[src/rtl/ysyx_bus_pkg.sv]
`default_nettype none
// +------------------------------------------------------------------+
// | ysyx_bus_pkg : state/owner encodings shared by bus masters        |
// | rev 1.0                                                           |
// +------------------------------------------------------------------+
package ysyx_bus_pkg;

  typedef enum logic [2:0] {
    ST_IDLE   = 3'd0,
    ST_R_ADDR = 3'd1,
    ST_R_DATA = 3'd2,
    ST_W_ADDR = 3'd3,
    ST_W_RESP = 3'd4
  } bus_state_e;

  typedef enum logic {
    OWN_IFU = 1'b0,
    OWN_LSU = 1'b1
  } bus_owner_e;

  localparam int unsigned TMO_W_DEFAULT = 8;

endpackage
`default_nettype wire

[src/rtl/ysyx_bus_timeout.sv]
`default_nettype none
// +------------------------------------------------------------------+
// | ysyx_bus_timeout : clearable saturating counter, expire at max    |
// | rev 1.0                                                           |
// +------------------------------------------------------------------+
module ysyx_bus_timeout
  import ysyx_bus_pkg::*;
#(
  parameter int unsigned TMO_W = TMO_W_DEFAULT
) (
  input  logic clk,
  input  logic rst,
  input  logic clr_i,
  input  logic en_i,
  output logic expire_o
);

  logic [TMO_W-1:0] cnt_q;

  assign expire_o = &cnt_q;

  always_ff @(posedge clk or negedge rst) begin
    if (!rst) begin
      cnt_q <= '0;
    end else if (clr_i) begin
      cnt_q <= '0;
    end else if (en_i && !expire_o) begin
      cnt_q <= cnt_q + 1'b1;
    end
  end

endmodule
`default_nettype wire

[src/rtl/ysyx_bus_arbiter.sv]
`default_nettype none
// +------------------------------------------------------------------+
// | ysyx_bus_arbiter : IFU/LSU arbiter onto one memory bus port       |
// | rev 1.0                                                           |
// +------------------------------------------------------------------+
module ysyx_bus_arbiter
  import ysyx_bus_pkg::*;
#(
  parameter int unsigned ADDR_W = 32,
  parameter int unsigned DATA_W = 32,
  parameter int unsigned TMO_W  = TMO_W_DEFAULT
) (
  input  logic                clk,
  input  logic                rst,
  input  logic [ADDR_W-1:0]   ifu_araddr_i,
  input  logic                ifu_arvalid_i,
  output logic [DATA_W-1:0]   ifu_rdata_o,
  output logic                ifu_rvalid_o,
  output logic                ifu_err_o,
  input  logic [ADDR_W-1:0]   lsu_araddr_i,
  input  logic                lsu_arvalid_i,
  input  logic [ADDR_W-1:0]   lsu_awaddr_i,
  input  logic                lsu_awvalid_i,
  input  logic [DATA_W-1:0]   lsu_wdata_i,
  input  logic [DATA_W/8-1:0] lsu_wstrb_i,
  output logic [DATA_W-1:0]   lsu_rdata_o,
  output logic                lsu_rvalid_o,
  output logic                lsu_bvalid_o,
  output logic                lsu_err_o,
  output logic [ADDR_W-1:0]   mem_araddr_o,
  output logic                mem_arvalid_o,
  input  logic                mem_arready_i,
  input  logic [DATA_W-1:0]   mem_rdata_i,
  input  logic                mem_rvalid_i,
  output logic [ADDR_W-1:0]   mem_awaddr_o,
  output logic [DATA_W-1:0]   mem_wdata_o,
  output logic [DATA_W/8-1:0] mem_wstrb_o,
  output logic                mem_awvalid_o,
  input  logic                mem_awready_i,
  input  logic                mem_bvalid_i,
  output logic                busy_o
);

  bus_state_e          state_q;
  bus_owner_e          owner_q, last_q;
  logic [ADDR_W-1:0]   addr_q;
  logic [DATA_W-1:0]   wdata_q;
  logic [DATA_W/8-1:0] wstrb_q;

  logic                w_expire;
  logic                w_grant, w_gnt_write;
  bus_owner_e          w_gnt_owner;
  logic [ADDR_W-1:0]   w_gnt_addr;
  logic                w_rd_done, w_rd_tmo, w_rd_rsp, w_wr_done, w_wr_tmo;
  logic [DATA_W-1:0]   w_rdata;

  ysyx_bus_timeout #(.TMO_W(TMO_W)) u_timeout (
    .clk      (clk),
    .rst      (rst),
    .clr_i    (state_q == ST_IDLE),
    .en_i     (state_q != ST_IDLE),
    .expire_o (w_expire)
  );

  // On an IFU/LSU tie the master that did not own the bus last time wins.
  always_comb begin
    w_grant     = 1'b0;
    w_gnt_write = 1'b0;
    w_gnt_owner = OWN_IFU;
    w_gnt_addr  = ifu_araddr_i;
    if ((lsu_awvalid_i || lsu_arvalid_i) && (!ifu_arvalid_i || last_q == OWN_IFU)) begin
      w_grant     = 1'b1;
      w_gnt_owner = OWN_LSU;
      w_gnt_write = lsu_awvalid_i;
      w_gnt_addr  = lsu_awvalid_i ? lsu_awaddr_i : lsu_araddr_i;
    end else if (ifu_arvalid_i) begin
      w_grant = 1'b1;
    end
  end

  always_ff @(posedge clk or negedge rst) begin
    if (!rst) begin
      state_q <= ST_IDLE;
      owner_q <= OWN_IFU;
      last_q  <= OWN_IFU;
      addr_q  <= '0;
      wdata_q <= '0;
      wstrb_q <= '0;
    end else begin
      unique case (state_q)
        ST_IDLE: if (w_grant) begin
          owner_q <= w_gnt_owner;
          last_q  <= w_gnt_owner;
          addr_q  <= w_gnt_addr;
          if (w_gnt_write) begin
            wdata_q <= lsu_wdata_i;
            wstrb_q <= lsu_wstrb_i;
            state_q <= ST_W_ADDR;
          end else begin
            state_q <= ST_R_ADDR;
          end
        end
        ST_R_ADDR: if (w_expire) state_q <= ST_IDLE;
                   else if (mem_arready_i) state_q <= ST_R_DATA;
        ST_R_DATA: if (mem_rvalid_i || w_expire) state_q <= ST_IDLE;
        ST_W_ADDR: if (w_expire) state_q <= ST_IDLE;
                   else if (mem_awready_i) state_q <= ST_W_RESP;
        ST_W_RESP: if (mem_bvalid_i || w_expire) state_q <= ST_IDLE;
        default:   state_q <= ST_IDLE;
      endcase
    end
  end

  // A genuine response in the expiry cycle takes precedence over the timeout.
  assign w_rd_done = (state_q == ST_R_DATA) && mem_rvalid_i;
  assign w_rd_tmo  = (state_q == ST_R_ADDR || state_q == ST_R_DATA) && w_expire && !w_rd_done;
  assign w_rd_rsp  = w_rd_done || w_rd_tmo;
  assign w_rdata   = w_rd_done ? mem_rdata_i : '0;
  assign w_wr_done = (state_q == ST_W_RESP) && mem_bvalid_i;
  assign w_wr_tmo  = (state_q == ST_W_ADDR || state_q == ST_W_RESP) && w_expire && !w_wr_done;

  assign ifu_rvalid_o = w_rd_rsp && (owner_q == OWN_IFU);
  assign ifu_rdata_o  = ifu_rvalid_o ? w_rdata : '0;
  assign ifu_err_o    = ifu_rvalid_o && w_rd_tmo;

  assign lsu_rvalid_o = w_rd_rsp && (owner_q == OWN_LSU);
  assign lsu_rdata_o  = lsu_rvalid_o ? w_rdata : '0;
  assign lsu_bvalid_o = w_wr_done || w_wr_tmo;
  assign lsu_err_o    = (lsu_rvalid_o && w_rd_tmo) || w_wr_tmo;

  assign mem_araddr_o  = addr_q;
  assign mem_arvalid_o = (state_q == ST_R_ADDR) && !w_expire;
  assign mem_awaddr_o  = addr_q;
  assign mem_wdata_o   = wdata_q;
  assign mem_wstrb_o   = wstrb_q;
  assign mem_awvalid_o = (state_q == ST_W_ADDR) && !w_expire;
  assign busy_o        = (state_q != ST_IDLE);

endmodule
`default_nettype wire

[config.mk]
export PLATFORM = sky130hd
export DESIGN_NAME = ysyx_bus_arbiter
export DESIGN_NICKNAME = d
export VERILOG_FILES = /design/src/rtl/ysyx_bus_pkg.sv /design/src/rtl/ysyx_bus_timeout.sv /design/src/rtl/ysyx_bus_arbiter.sv
export SDC_FILE = /design/constraint.sdc
export NUM_CORES = 1
export LEC_CHECK = 0
export CAP_MARGIN = 15
export CORE_AREA = 3 3 133 135
export CTS_CLUSTER_DIAMETER = 40
export DETAILED_ROUTE_END_ITERATION = 8
export DIE_AREA = 0 0 136 138
export HOLD_SLACK_MARGIN = 0.15
export PLACE_DENSITY = 0.72
export RECOVER_POWER = 100
export SYNTH_ARGS = -nofsm -noshare
export SYNTH_HDL_FRONTEND = slang
export SYNTH_SLANG_ARGS = --single-unit
[constraint.sdc]
create_clock -name clk -period 3.78 [get_ports clk]
set_clock_uncertainty 0.2 [all_clocks]
set_input_delay 0.756 -clock clk [delete_from_list [all_inputs] [get_ports clk]]
set_output_delay 0.756 -clock clk [all_outputs]
set_load 0.005 [all_outputs]
==> results of run 1 <==
==> metrics by stage <==
stage                     hold WS (ns)  util, %  cells
final                           0.2850    49.95   1004
after global routing            0.3053    49.95   1004
after CTS                       0.2932    50.25   1004
after detailed placement        0.2800    48.31    988
after global placement          0.2728    48.31    988
after floorplan                 0.2604        -    478
==> power groups by stage <==
stage / clock [W] / sequential, W / combinational (W)
final: 0.000945 / 0.00156 / 0.00230
after floorplan: 0 / 0.00155 / 0.00117
after detailed placement: 0 / 0.00161 / 0.00262
after CTS: 0.000980 / 0.00159 / 0.00263
after global placement: 0 / 0.00158 / 0.00259
after global routing: 0.00102 / 0.00163 / 0.00255
==> per-layer routing <==
metal | routed length (microns) | vias to the layer above
met5 | 0 | -
met4 | 340 | 0
met3 | 1470 | 22
met2 | 7924 | 219
met1 | 5809 | 2015
li1 | - | 2204
==> flip-flops by register name, summed over array words and instances (netlist names) <==
| signal | cells |
|---|---|
| last_q | 1 |
| mem_wdata_o | 32 |
| mem_araddr_o | 32 |
| u_timeout.cnt_q | 8 |
| state_q | 3 |
| mem_wstrb_o | 4 |
==> layout by cell type (no fill, tap or decap), types with 6 or more instances in the layout <==
cell and n:
mux2i_1 34, nand2_1 70, mux2_1 30, dfrtp_1 80
clkbuf_16 9, clkdlybuf4s50_1 171, and2_1 64, nor2_1 13
o21ai_0 69, mux2_2 6, dlygate4sd3_1 171
==> final timing paths <==
path,start,endpoint,slack [ns],cells after the start
worst max-delay path,mem_rvalid_i,ifu_rdata_o[27],0.16,6
worst min-delay path,mem_wdata_o[9],mem_wdata_o[9],0.29,1
min in group asynchronous,rst,mem_araddr_o[14],0.59,1
worst min register to register,mem_wdata_o[9],mem_wdata_o[9],0.29,1
max in group asynchronous,rst,mem_wdata_o[7],1.46,2
worst max register to register,state_q[1],mem_araddr_o[31],0.91,6
==> synthesized netlist by cell type (2+ instances only) <==
master and instances:
a2bb2oi_1 2, a21oi_1 2, o21ai_1 4, and3_1 2, mux2_2 6, nand2_1 70, a31oi_1 3, nor4b_1 2
buf_1 2, and2_1 64, inv_1 3, o21ai_0 66, nor2_1 13, a211oi_1 2, mux2i_1 34, clkbuf_1 14
dfrtp_1 80, buf_4 33, nor3_1 5, mux2_1 30, nand3_1 4, buf_2 15, nand2b_1 2
==> worst max-delay path: cells and delay by family <==
kind / cells / cell delay, ns
buffers and inverters: 3 / 1.38
and+or+nand+nor: 3 / 0.52
==> cell type report <==
type	instances	share of cell area [%]
Timing Repair Buffer	354	42.46
Clock inverter	6	1.118
Multi-Input combinational cell	331	26.03
Inverter	3	0.1360
Clock buffer	10	2.764
Sequential cell	80	24.17
Tap cell	220	3.323
==> cells by family (layout without fill, tap and decap cells) <==
kind of cell               count (synthesis)  after routing
muxes                                     70             70
AOI/OAI and AO/OA                         90             90
xor gates and xnor gates                   2              2
and+or+nand+nor                          168            168
DFF                                       80             80
adders and majority gates                  1              1
buffers and inverters                     67            373
==> reports/qor.yml, run 1 <==
status: "finished, violations left"
violations: "capacitance limit, slew limit"
yosysWarnings: 0
rsz0062_at_grt: "no"
critPathLaunchType: "input port"
grt_pass1_vias: 4622
p_int_w: 0.003227
synth_top_area_cell: "dfrtp_1"
synth_simple_gate_area_share_pct: 18.96
multiInputGateArea_sq_um: 2156
netlist_area_sq_um: 4534
grt_use_met1_pct: 18.18
synth_seq_area_share_pct: 44.15
postCtsSetupBuffers: 0
synth_cells: 478
cts_tree: "done"
crit_slowest_cell: "dlygate4sd3_1"
power.leakage_nw: 3.708
fill_cells: 1558
netlist.area_leader.share_pct: 44.15
tns_ns: 0
ios: 345
setup_slack_ns: 0.1570
area_growth_pct: 82.67
drive_gt1_share_pct: 4.337
grt_pass1_wl_microns: 24580
hpwlAfterDp_microns: 12210
synth-async-reset-ratio_pct: 100.0
row_count: 47
synth_edf_count: 0
fin_crit_ns: 3.623
cpPeakStageDelay_ns: 0.61
synth_area_per_cell_sq_um: 9.486
hold_buffers: 0
synth_compound_area_share_pct: 11.09
critPathRequiredTime_ns: 2.82
arrival_ns: 2.67
busiest_layer: "met2"
pwr-share-comb_pct: 47.8
hold_viol: 0
drtAntennaViolNets: 0
crit_top_cell: "dlygate4sd3_1"
fp.coreArea_sq_um: 16580
pwr-share-clk_pct: 19.7
worst_pin_slew_ns: 1.542
irDropWorstVdd_v: 0.0002317
dpl-instance-area_sq_um: 8011
groute.usage.overall_pct: 16.51
num-nets-final: 953
yosys-top-cells-area: "dfrtp_1 (44%), and2_1 (8.8%), mux2i_1 (7.5%), mux2_1 (7.5%), o21ai_0 (7.3%)"
vias_per_cell: 4.442
cp_max_fo: 32
ff_latch_area_sq_um: 2002
syn-num-nets: 652
fin_crit_sh_pct: 95.85
clk_pin_slew_ns: 0.06
grt_antenna_before_repair: 0
synthFlopType: "dfrtp_1"
synth.distinct_cells: 43
synth-adder-area-share_pct: 0.2759
post-place-ws_ns: 0.3360
die_x_microns: 136
cts_resized: 0
slew_headroom_pct: -2.784
die_h_microns: 138
cts_num_sinks: 80
dr.first_iter.drc_count: 156
final-setup-viol-count: 0
cts_buffer_depth: 2
drt_wl_total_microns: 15540
cts-root-buf: "clkbuf_16"
fin_area_sq_um: 8283
grt_max_degree: 65
switching_share_pct: 32.80
synth-seq-cells: 80
use_met2_pct: 29.39
p_total_w: 0.004802
post_drt_wl_per_cell_microns: 15.48
cts_inserted_buffers: 9
htree_levels: 3
portBuffers: 344
p_switching_w: 0.001575
slew_violations: 59
clk_latency_ns: 0.34
crit_chain: "dlygate4sd3_1 -> nand2_1 -> nor3_1 -> buf_12 -> and2_1 -> dlygate4sd3_1"
synth_top_family_by_area: "simple AND/OR/NAND/NOR gates"
via_count: 4460
start_util_pct: 27.34
power_frac_seq_pct: 32.5
min_path_type: "reg -> reg"
fmax_ghz: 0.2760
n_antenna_cell: 0
pwr_density_cell_nw_per_um2: 579.8
synth_xor_area_share_pct: 0.3863
end_kind: "output pin"
drcViolationCount: 0
first_pass_iters: 4
setup.worst_path.class: "in -> out"
grt.overflow.total: 0
drv_cap: 1
fp.dieArea_sq_um: 18770
place.gp.congestion: 0.7563
use_met3_pct: 5.051
synthMuxAreaShare_pct: 16.45
(Power assumes the default switching activity.)
==> inputs of run 2 (changes only) <==
- CAP_MARGIN: 15 -> 25
==> results of run 2 <==
Final layout, timing and power as in run 1 (identical DEF).
